`src/rtl/cpu24_pkg.sv`:
```
// Shared definitions for the 24-bit CPU subsystem and its data RAM loader.
package cpu24_pkg;

  localparam int         WORD_W        = 24;
  localparam logic [7:0] SYNC_BYTE_DEF = 8'hA5;

  typedef enum logic [2:0] {
    IDLE  = 3'd0,
    LEN_H = 3'd1,
    LEN_L = 3'd2,
    B2    = 3'd3,
    B1    = 3'd4,
    B0    = 3'd5,
    DONE  = 3'd6
  } loader_state_t;

  // True while a frame is being received and the idle timeout applies.
  function automatic logic is_frame_state(input loader_state_t s);
    return (s == LEN_H) || (s == LEN_L) || (s == B2) || (s == B1) || (s == B0);
  endfunction

endpackage

```
`src/rtl/loader_timeout_ctr.sv`:
```
// Idle-clock counter for the loader: expires on the clock that would make the
// number of idle cycles since the last byte reach TIMEOUT_CYC.
module loader_timeout_ctr #(
  parameter int TIMEOUT_CYC = 100000
) (
  input  logic clk,
  input  logic rst_n,
  input  logic en,
  input  logic clr,
  output logic expired
);
  localparam int            CW   = $clog2(TIMEOUT_CYC + 1);
  localparam logic [CW-1:0] LAST = CW'(TIMEOUT_CYC - 1);

  logic [CW-1:0] cnt_reg;

  always_ff @(posedge clk or negedge rst_n) begin
    if (!rst_n) begin
      cnt_reg <= '0;
    end else if (clr || !en) begin
      cnt_reg <= '0;
    end else if (cnt_reg != LAST) begin
      cnt_reg <= cnt_reg + CW'(1);
    end
  end

  assign expired = en && !clr && (cnt_reg == LAST);

endmodule

```
`src/rtl/data_ram_loader.sv`:
```
// Assembles 24-bit words from a framed UART byte stream, writes them into the
// shared data RAM, then passes the CPU memory port through once the frame is done.
module data_ram_loader
  import cpu24_pkg::*;
#(
  parameter int         DATA_AW     = 14,
  parameter int         BASE_ADDR   = 0,
  parameter logic [7:0] SYNC_BYTE   = SYNC_BYTE_DEF,
  parameter int         TIMEOUT_CYC = 100000
) (
  input  logic               clk,
  input  logic               rst_n,
  input  logic               rx_valid,
  input  logic [7:0]         rx_data,
  input  logic               cpu_mem_we,
  input  logic [DATA_AW-1:0] cpu_mem_addr,
  input  logic [WORD_W-1:0]  cpu_mem_din,
  output logic               ram_we,
  output logic [DATA_AW-1:0] ram_addr,
  output logic [WORD_W-1:0]  ram_din,
  output logic               receive_done,
  output logic               frame_err,
  output logic [DATA_AW-1:0] words_loaded
);
  localparam logic [DATA_AW:0] BASE_EXT = (DATA_AW + 1)'(BASE_ADDR);

  loader_state_t      state_reg;
  logic [7:0]         len_hi_reg;
  logic [7:0]         b2_reg;
  logic [7:0]         b1_reg;
  logic [DATA_AW-1:0] len_reg;
  logic [DATA_AW-1:0] words_loaded_reg;
  logic [DATA_AW-1:0] wr_addr_reg;
  logic [WORD_W-1:0]  wr_din_reg;
  logic               wr_we_reg;
  logic               frame_err_reg;
  logic               receive_done_reg;

  logic               is_sync;
  logic               tmo_expired;
  logic               last_word;
  logic [DATA_AW-1:0] len_now;
  logic [DATA_AW:0]   addr_sum;

  assign is_sync   = rx_valid && (rx_data == SYNC_BYTE);
  // Only the low DATA_AW bits of the 16-bit length are meaningful.
  assign len_now   = DATA_AW'({len_hi_reg, rx_data});
  // The extra MSB flags an address that wrapped past the top of the RAM.
  assign addr_sum  = {1'b0, words_loaded_reg} + BASE_EXT;
  assign last_word = (words_loaded_reg + DATA_AW'(1)) == len_reg;

  loader_timeout_ctr #(
    .TIMEOUT_CYC(TIMEOUT_CYC)
  ) u_timeout (
    .clk    (clk),
    .rst_n  (rst_n),
    .en     (is_frame_state(state_reg)),
    .clr    (rx_valid),
    .expired(tmo_expired)
  );

  always_ff @(posedge clk or negedge rst_n) begin
    if (!rst_n) begin
      state_reg        <= IDLE;
      len_hi_reg       <= '0;
      b2_reg           <= '0;
      b1_reg           <= '0;
      len_reg          <= '0;
      words_loaded_reg <= '0;
      wr_addr_reg      <= '0;
      wr_din_reg       <= '0;
      wr_we_reg        <= 1'b0;
      frame_err_reg    <= 1'b0;
      receive_done_reg <= 1'b0;
    end else begin
      wr_we_reg        <= 1'b0;
      // Rises one cycle after DONE is entered, so the final write has landed.
      receive_done_reg <= (state_reg == DONE) && !is_sync;
      if (tmo_expired) begin
        state_reg     <= IDLE;
        frame_err_reg <= 1'b1;
      end else if (rx_valid) begin
        unique case (state_reg)
          IDLE, DONE: begin
            if (is_sync) begin
              state_reg        <= LEN_H;
              frame_err_reg    <= 1'b0;
              words_loaded_reg <= '0;
            end
          end
          LEN_H: begin
            len_hi_reg <= rx_data;
            state_reg  <= LEN_L;
          end
          LEN_L: begin
            len_reg   <= len_now;
            state_reg <= (len_now == '0) ? DONE : B2;
          end
          B2: begin
            b2_reg    <= rx_data;
            state_reg <= B1;
          end
          B1: begin
            b1_reg    <= rx_data;
            state_reg <= B0;
          end
          B0: begin
            wr_we_reg        <= 1'b1;
            wr_addr_reg      <= addr_sum[DATA_AW-1:0];
            wr_din_reg       <= {b2_reg, b1_reg, rx_data};
            words_loaded_reg <= words_loaded_reg + DATA_AW'(1);
            if (addr_sum[DATA_AW]) begin
              frame_err_reg <= 1'b1;
            end
            state_reg <= last_word ? DONE : B2;
          end
          default: state_reg <= IDLE;
        endcase
      end
    end
  end

  // The pending loader write keeps the port for the one cycle DONE overlaps it.
  always_comb begin
    ram_we   = wr_we_reg;
    ram_addr = wr_addr_reg;
    ram_din  = wr_din_reg;
    if ((state_reg == DONE) && !wr_we_reg) begin
      ram_we   = cpu_mem_we;
      ram_addr = cpu_mem_addr;
      ram_din  = cpu_mem_din;
    end
  end

  assign receive_done = receive_done_reg;
  assign frame_err    = frame_err_reg;
  assign words_loaded = words_loaded_reg;

endmodule

```
`config.mk`:
```
export PLATFORM = sky130hd
export DESIGN_NAME = data_ram_loader
export DESIGN_NICKNAME = d
export VERILOG_FILES = /design/src/rtl/cpu24_pkg.sv /design/src/rtl/loader_timeout_ctr.sv /design/src/rtl/data_ram_loader.sv
export SDC_FILE = /design/constraint.sdc
export NUM_CORES = 1
export LEC_CHECK = 0
export CAP_MARGIN = 15
export CORE_AREA = 2 2 88 174
export DETAILED_ROUTE_END_ITERATION = 10
export DIE_AREA = 0 0 90 176
export GPL_TIMING_DRIVEN = 1
export PLACE_DENSITY = 0.62
export SLEW_MARGIN = 20
export SYNTH_ARGS = -nofsm -noshare
export SYNTH_HDL_FRONTEND = slang
export SYNTH_SLANG_ARGS = --single-unit
export TNS_END_PERCENT = 30
```
`constraint.sdc`:
```
create_clock -name clk -period 2.9 [get_ports clk]
set_input_delay 0.58 -clock clk [delete_from_list [all_inputs] [get_ports clk]]
set_output_delay 0.58 -clock clk [all_outputs]
set_load 0.01 [all_outputs]
```
==> qor.csv <==
metric,value,unit
syn_inst,559,
crit_type,flip-flop to output port,
fin_crit,2.738,ns
cts_resized,0,
grt-ovfl-total,0,
postCtsHoldBufs,0,
clock_latency,0.35,ns
rr_worst_depth,7,
path_clk_slew,0.08,ns
core,14430,µm²
endpoint_kind,output port,
cp_max_fo,38,
grt_max_degree,52,
cts_tree,done,
cp-start-kind,flip-flop,
hold_slack,0.1646,ns
p_per_area,766.1,nW/µm²
worstPathArrival,2.16,ns
fillers,1391,
ant_nets,0,
slowest_stage,clkdlybuf4s50_1,
layout_commonest_cell,nand2_1,
htree_num_levels,3,
r2r_end,state_reg[0],
antenna_found_initial,0,
p_leak,3.192,nW
ys_types,59,
status,finished clean,
maxCapViolations,0,
io_buffers,104,
cts_buffers,9,
synth_edf_count,0,
avgViaCountPerCell,5.109,
drtIter0Drc,218,
route.vias.total,4424,
cpPeakStageDelay,0.48,ns
drive_gt1_share,20.33,%
cts.sinks,111,
first_pass_iters,4,
cp_num_cells,5,
pin_count,105,
path_cells,nand2_1 -> nor3_2 -> buf_12 -> mux2_2 -> clkdlybuf4s50_1,
area_delta_synth_final,28.48,%
min_path_type,primary input to async pin,
wire_per_inst,16.22,µm
dieArea,15840,µm²
crit_buf_inv,2,
post-route-drc-count,0,
reg2reg_slack,0.38,ns
max_freq,365.3,MHz
yosysWarnings,0,
synth_area_leaders,"dfrtp_1 (49%), mux2_2 (15%), nand2_1 (9.4%)",
finClkSkew,0.01104,ns
synth_area_leader_cell,dfrtp_1,
routed_wl,14050,µm
slew_viol_final,0,
post-dp-hpwl,10620,µm
final-hold-violation-count,0,
regArea,2778,µm²
syn_avg_cell_area,10.10,µm²
diodes,0,
fin_crit_sh,94.41,%
rsz0062_at_grt,no,
track_usage,18.64,%
num-nets-final,721,
worstReg2RegStart,words_loaded[0],
max_slew_margin,55.42,%
largest_reg_flops,24,
cts-root-buf,clkbuf_16,
peakVddDrop,0.0004190,V
multi_input_area,2689,µm²
seq_area_frac_synth,49.20,%
syn_area,5645,µm²
grt_pass1_wl,23580,µm
dieWidth,90,µm
tightest_slew,0.6651,ns
start_util,39.13,%
cts_setup_buffers,0,
synth_seq_cells,111,
tns,0,ns
synth-main-ff-cell,dfrtp_1,
setup_viol,0,
synth_fp_nets,611,
place_congestion,0.8206,
rows,62,
async_reset_ff_share,100.0,%
synth_top_area_share,49.20,%
crit_family,buffers and inverters,
layout_common_cells,"nand2_1 (140), dfrtp_1 (111), clkdlybuf4s50_1 (103)",
crit_required,2.32,ns
clock_path_buffers,2,
die_y,176,µm
grt_pass1_vias,4707,
==> worst max-delay path by stage <==
stage / to / startpoint
6_report: ram_addr[2] / state_reg[2]
5_1_grt: ram_addr[9] / state_reg[2]
4_1_cts: ram_addr[2] / state_reg[2]
3_5_place_dp: words_loaded[10] / rx_data[1]
3_3_place_gp: words_loaded[8] / rx_data[1]
2_1_floorplan: ram_din[10] / state_reg[0]
==> power by group <==
group,switching (mW),total (mW),internal [mW]
Clock,0.605,1.21,0.604
Sequential,0.310,2.30,1.99
Combinational,0.889,2.05,1.16
==> per-stage QoR <==
step	power (mW)	utilization [%]	cell area [µm²]	worst slack (ns)	cells
floorplan	3.565	-	5645	0.6347	559
global placement	4.333	48.27	6965	0.1783	850
detailed placement	4.399	48.27	6965	0.1503	850
CTS	5.617	50.27	7253	0.1347	866
global route	5.925	50.27	7253	0.04984	866
finish	5.556	50.27	7253	0.1622	866
==> metal layers <==
| metal | track usage, % | part of all wire, % | vias to the layer above |
|---|---|---|---|
| li1 | - | - | 2119 |
| met1 | 19.57 | 38 | 2181 |
| met2 | 35.93 | 57 | 95 |
| met3 | 3.116 | 2.6 | 29 |
| met4 | 8.141 | 3.1 | 0 |
| met5 | 0 | 0 | - |
==> synth_stat cells (all sizes together), types with 2 or more instances <==
| library cell | count |
|---|---|
| buf | 11 |
| a21oi | 7 |
| ha | 2 |
| clkbuf | 19 |
| nand2 | 141 |
| nor2b | 5 |
| dfrtp | 111 |
| nor4b | 3 |
| inv | 2 |
| or2 | 3 |
| o211ai | 4 |
| o21ai | 25 |
| mux2 | 74 |
| o31ai | 3 |
| nor4 | 4 |
| xnor2 | 17 |
| a31o | 2 |
| nor3 | 11 |
| mux2i | 3 |
| xor2 | 17 |
| or4 | 4 |
| nor2 | 43 |
| and3 | 3 |
| nand3 | 14 |
| nand4 | 9 |
| nand2b | 2 |
| a21o | 2 |
| a31oi | 3 |
==> cells by family (layout without fill, tap and decap cells) <==
kind of cell	Yosys count	count (layout)	synth area share [%]
AOI/OAI and AO/OA	57	57	6.671
buffers and inverters	32	147	3.302
muxes	77	77	15.29
adders and majority gates	2	2	0.4432
and+or+nand+nor	246	246	19.81
xor gates and xnor gates	34	34	5.275
DFF	111	111	49.20
==> area by class of cell <==
class / instances / area share, %
Timing Repair Buffer: 129 / 17.25
Inverter: 2 / 0.1035
Clock inverter: 7 / 0.8625
Tap cell: 192 / 3.312
Multi-Input combinational cell: 416 / 37.07
Sequential cell: 111 / 38.30
Clock buffer: 9 / 3.105
(Power assumes the default switching activity.)
==> RTL change 1: new RTL, config.mk and constraints unchanged <==
Register the inputs `rx_valid`, `rx_data`, `cpu_mem_we`, `cpu_mem_addr` and `cpu_mem_din` before use, with the module's reset. The logic sees them one clock later.
--- a/src/rtl/data_ram_loader.sv
+++ b/src/rtl/data_ram_loader.sv
@@ -26,2 +26,24 @@
 
+  logic rx_valid_q;
+  logic [7:0] rx_data_q;
+  logic cpu_mem_we_q;
+  logic [DATA_AW-1:0] cpu_mem_addr_q;
+  logic [WORD_W-1:0] cpu_mem_din_q;
+
+  always_ff @(posedge clk or negedge rst_n) begin
+    if (!rst_n) begin
+      rx_valid_q     <= '0;
+      rx_data_q      <= '0;
+      cpu_mem_we_q   <= '0;
+      cpu_mem_addr_q <= '0;
+      cpu_mem_din_q  <= '0;
+    end else begin
+      rx_valid_q     <= rx_valid;
+      rx_data_q      <= rx_data;
+      cpu_mem_we_q   <= cpu_mem_we;
+      cpu_mem_addr_q <= cpu_mem_addr;
+      cpu_mem_din_q  <= cpu_mem_din;
+    end
+  end
+
   loader_state_t      state_reg;
@@ -44,5 +66,5 @@
 
-  assign is_sync   = rx_valid && (rx_data == SYNC_BYTE);
+  assign is_sync   = rx_valid_q && (rx_data_q == SYNC_BYTE);
   // Only the low DATA_AW bits of the 16-bit length are meaningful.
-  assign len_now   = DATA_AW'({len_hi_reg, rx_data});
+  assign len_now   = DATA_AW'({len_hi_reg, rx_data_q});
   // The extra MSB flags an address that wrapped past the top of the RAM.
@@ -57,3 +79,3 @@
     .en     (is_frame_state(state_reg)),
-    .clr    (rx_valid),
+    .clr    (rx_valid_q),
     .expired(tmo_expired)
@@ -81,3 +103,3 @@
         frame_err_reg <= 1'b1;
-      end else if (rx_valid) begin
+      end else if (rx_valid_q) begin
         unique case (state_reg)
@@ -91,3 +113,3 @@
           LEN_H: begin
-            len_hi_reg <= rx_data;
+            len_hi_reg <= rx_data_q;
             state_reg  <= LEN_L;
@@ -99,3 +121,3 @@
           B2: begin
-            b2_reg    <= rx_data;
+            b2_reg    <= rx_data_q;
             state_reg <= B1;
@@ -103,3 +125,3 @@
           B1: begin
-            b1_reg    <= rx_data;
+            b1_reg    <= rx_data_q;
             state_reg <= B0;
@@ -109,3 +131,3 @@
             wr_addr_reg      <= addr_sum[DATA_AW-1:0];
-            wr_din_reg       <= {b2_reg, b1_reg, rx_data};
+            wr_din_reg       <= {b2_reg, b1_reg, rx_data_q};
             words_loaded_reg <= words_loaded_reg + DATA_AW'(1);
@@ -128,5 +150,5 @@
     if ((state_reg == DONE) && !wr_we_reg) begin
-      ram_we   = cpu_mem_we;
-      ram_addr = cpu_mem_addr;
-      ram_din  = cpu_mem_din;
+      ram_we   = cpu_mem_we_q;
+      ram_addr = cpu_mem_addr_q;
+      ram_din  = cpu_mem_din_q;
     end
Formal check against the unedited RTL: not equivalent (Yosys sat finds a counterexample within 4 cycles, from zero or initial values and one cycle with rst_n low).
==> RTL change 1 against the original RTL <==
Routed wire length grew 8.6%. Hold slack gained 0.0016 ns. Area after synthesis grew 22%. Core utilization grew 11 points. Sequential share of layout area grew 6.6 points. Setup slack lost 0.13 ns. Sequential cell count grew 48. Non-clock buffer count shrank 2. Clock skew shrank 0.0018 ns. Design area grew 22%. Maximum frequency shrank 4.6%. First-iteration DRC count shrank 7.8%. Critical endpoint unchanged.
Power is not compared: it rests on default switching activity, and its combinational part moved more than twofold at a synthesized area within 25%.
==> RTL change 1: results <==
set metrics [dict create \
    status "completed" \
    routedWlPerCell_um 16.31 \
    arrival_ns 2.29 \
    dr.pass1.iters 5 \
    first_global_vias 5364 \
    met1_usage_pct 22.43 \
    met2_usage_pct 39.47 \
    reg2reg_depth 6 \
    max_slew.worst_pin.slew_ns 0.7344 \
    path_clk_slew_ns 0.07 \
    dp_hpwl_um 10840 \
    insertion_delay_ns 0.42 \
    gp_congestion 0.8284 \
    report.final.hold_viol_count 0 \
    viasPerCell 5.339 \
    grtUsageMet3_pct 4.055 \
    clock-skew-final_ns 0.009286 \
    antenna_found_initial 0 \
    nets 782 \
    grt_use_total_pct 20.71 \
    drt-met1-wl_um 5777 \
    numCtsBuffers 17 \
    wl_met3_um 514 \
    ys_seq_area_share_pct 57.97 \
    cts_buffer_depth 2 \
    dp_slack_ns 0.4498 \
    critPathMaxFanout 20 \
    antenna_cells 0 \
    place_area_um2 8238 \
    fillers 1281 \
    post_cts_buffers 0 \
    syn-num-nets 665 \
    grt_pass1_wl_um 26190 \
    synthTopCellsByArea "dfrtp_1 58%, mux2_2 8.5%, nand2_1 7.5%" \
    dr_wl_met2_um 8577 \
    drive_above_1_share_pct 16.29 \
    cp_slowest_stage_delay_ns 0.49 \
    grt_start_max_net_pins 73 \
    irDropWorstVdd_mv 0.4420 \
    ys_top_cells_by_count "159 x dfrtp_1, 137 x nand2_1, 52 x mux2_2" \
    dr.first_iter.drc_count 201 \
    cts-htree-levels 4 \
]
## RTL change 1: cells by family (layout without fill, tap and decap cells)
family          Yosys count  count (layout)  synth area share (%)
compound gates           66              66                 6.198
simple gates            244             244                 16.72
fa+ha+maj                 2               2                0.3645
flops                   159             159                 57.97
buf+inv                  37             167                 2.169
mux                      79              79                 12.87
xor+xnor                 26              26                 3.718
## RTL change 1: stage by stage
stage / setup TNS [ns] / instances
5_1_grt: -0.08709 / 935
3_3_place_gp: 0 / 903
2_1_floorplan: 0 / 613
3_5_place_dp: 0 / 903
6_report: 0 / 935
4_1_cts: 0 / 935
## RTL change 1: path summary, 6_finish.rpt
kind                                        endpoint          from  slack, ns
worst max-delay path                     ram_addr[2]  state_reg[0]       0.03
worst max register to register       words_loaded[8]  rx_data_q[4]       0.41
worst min-delay path               cpu_mem_addr_q[3]         rst_n       0.17
min in group clk                      wr_din_reg[23]     b2_reg[7]       0.47
worst min register to register        wr_din_reg[23]     b2_reg[7]       0.47
max in group asynchronous       u_timeout.cnt_reg[2]         rst_n       2.03
## RTL change 1: cell type report
class | count | area, um^2 | area share, %
flip-flops and latches | 159 | 3979 | 44.93
clock buffers | 18 | 439.2 | 4.960
multi-input cells | 417 | 2749 | 31.04
repair buffers | 127 | 1247 | 14.09
well taps | 192 | 240.2 | 2.713
inverters | 8 | 30.03 | 0.3391
clock inverters | 14 | 170.2 | 1.922
## RTL change 1: timing repair
action,in CTS,in global routing
endpoints found under the hold margin,0,0
hold buffers,0,0
endpoints found under the setup margin,11,19
gates resized for setup,1,1
gates cloned,0,0
## RTL change 1: power by group through the flow
stage	logic (mW)	registers (mW)	clock network, mW
floorplan	0.552	2.60	0
global placement	0.803	2.64	0
global route	0.918	2.64	2.42
CTS	0.840	2.61	2.33
finish	0.835	2.61	2.26
detailed placement	0.835	2.65	0
==> RTL change 2: new RTL, same flow settings <==
Without the edit above. `TIMEOUT_CYC` is set to 100000 in 2 places; all go to 400000.
--- a/src/rtl/loader_timeout_ctr.sv
+++ b/src/rtl/loader_timeout_ctr.sv
@@ -3,3 +3,3 @@
 module loader_timeout_ctr #(
-  parameter int TIMEOUT_CYC = 100000
+  parameter int TIMEOUT_CYC = 400000
 ) (
--- a/src/rtl/data_ram_loader.sv
+++ b/src/rtl/data_ram_loader.sv
@@ -8,3 +8,3 @@
   parameter logic [7:0] SYNC_BYTE   = SYNC_BYTE_DEF,
-  parameter int         TIMEOUT_CYC = 100000
+  parameter int         TIMEOUT_CYC = 400000
 ) (
Function: same outputs for any inputs over 4 cycles, from zero or initial values and one cycle with rst_n low; that may be too few to reach the edited logic, so the function may still have changed.
==> RTL change 2 against the original RTL <==
Routed wire length increased by 8.5%. Sequential cell count increased by 2. Hold slack improved by 0.0054 ns. Setup slack got worse by 0.090 ns. Design area increased by 7.3%. Area after synthesis increased by 2.8%. Critical path type unchanged. Critical endpoint is now ram_din[19]. Highest routed layer unchanged.
Power is not compared: it rests on default switching activity, and its combinational part moved more than twofold at a synthesized area within 25%.
==> RTL change 2: results <==
set metrics [dict create \
    status "completed" \
    dp.cells 861 \
    vias 4676 \
    ys_top_cells_by_count "140 x nand2_1, 113 x dfrtp_1, 74 x mux2_2" \
    grt_start_max_net_pins 54 \
    nets 743 \
    clock-skew-final_ns 0.006290 \
    wl_met3_um 727 \
    r2r_start "words_loaded[1]" \
    grt_pass1_wl_um 25500 \
    ys_seq_area_share_pct 48.71 \
    synthTopCellsByArea "dfrtp_1 49%, mux2_2 14%, nand2_1 9.1%" \
    dp_hpwl_um 11080 \
    first_global_vias 5012 \
    insertion_delay_ns 0.42 \
    max_slew.worst_pin.slew_ns 0.6831 \
    dr.first_iter.drc_count 233 \
    gp_congestion 0.9174 \
    crit_end "ram_din[19]" \
    fillers 1307 \
    syn_inst 574 \
    critPathMaxFanout 11 \
    drt-met1-wl_um 5535 \
    cts-htree-levels 4 \
    path_clk_slew_ns 0.06 \
    routedWlPerCell_um 17.00 \
    numCtsBuffers 17 \
    arrival_ns 2.25 \
    syn-num-nets 626 \
    crit_start "state_reg[1]" \
]
RTL change 2: cell count changes after synthesis, sizes merged, moves of 4 or more:
cell and delta:
nor2 -12, nand4 +4, xnor2 -8, and2 +8
xor2 +4, nor2b -4, a21oi +6, nor3b +4
and4 +4
RTL change 2: worst min path at each step:
stage	to	slack, ns	cells after the start
2_1_floorplan	b1_reg[0]	0.28	0
3_3_place_gp	wr_addr_reg[3]	0.46	2
3_5_place_dp	wr_din_reg[19]	0.45	2
4_1_cts	u_timeout.cnt_reg[3]	0.19	1
5_1_grt	u_timeout.cnt_reg[4]	0.22	1
6_report	u_timeout.cnt_reg[4]	0.17	1
RTL change 2: layout make-up:
class                   count  area share, %
flip-flops and latches    113          36.34
multi-input cells         426          35.71
repair buffers            129          16.54
clock buffers              17          5.464
well taps                 192          3.086
clock inverters            15          2.668
inverters                   4         0.1929
RTL change 2: power by group through the flow:
stage                     Clock, mW  Combinational, mW  Sequential, mW
after floorplan                   0              0.480            1.84
final                          2.22              0.725            1.85
after global placement            0              0.691            1.88
after global routing           2.32              0.802            1.88
after CTS                      2.25              0.731            1.86
after detailed placement          0              0.709            1.89
RTL change 2: logic make-up after synthesis:
kind of cell	Yosys count	share of synthesized area, %
buffers and inverters	35	3.728
DFF	113	48.71
and+or+nand+nor	255	21.34
adders and majority gates	2	0.4310
xor gates and xnor gates	30	4.526
muxes	74	14.35
AOI/OAI and AO/OA	65	6.918
RTL change 2: repair_timing:
action / 4_1_cts / 5_1_grt
setup endpoints to repair: 38 / 38
pin swaps: 1 / 0
hold endpoints to repair: 0 / 0
gates resized for setup: 6 / 8
buffers inserted: 2 / 0
cloned: 1 / 0
hold buffers: 0 / 0
RTL change 2: metal layers:
metal | GRT usage (%) | vias up
li1 | - | 2237
met1 | 20.86 | 2268
met2 | 38.00 | 136
met3 | 5.164 | 35
met4 | 10.32 | 0
met5 | 0 | -
RTL change 2: critical path, stage by stage (launching register included):
cell and delay [ns]:
dfrtp_2 0.37, nand2_2 0.10, nor3_4 0.19, buf_6 0.16
buf_8 0.16, mux2_2 0.35, clkdlybuf4s50_1 0.48
RTL change 2: through the flow:
stage | cell area, um^2 | setup WS, ns
2_1_floorplan | 5806 | 0.7711
3_3_place_gp | 7083 | -0.009406
3_5_place_dp | 7083 | -0.007102
4_1_cts | 7756 | 0.005238
5_1_grt | 7785 | -0.0003970
6_report | 7785 | 0.07204
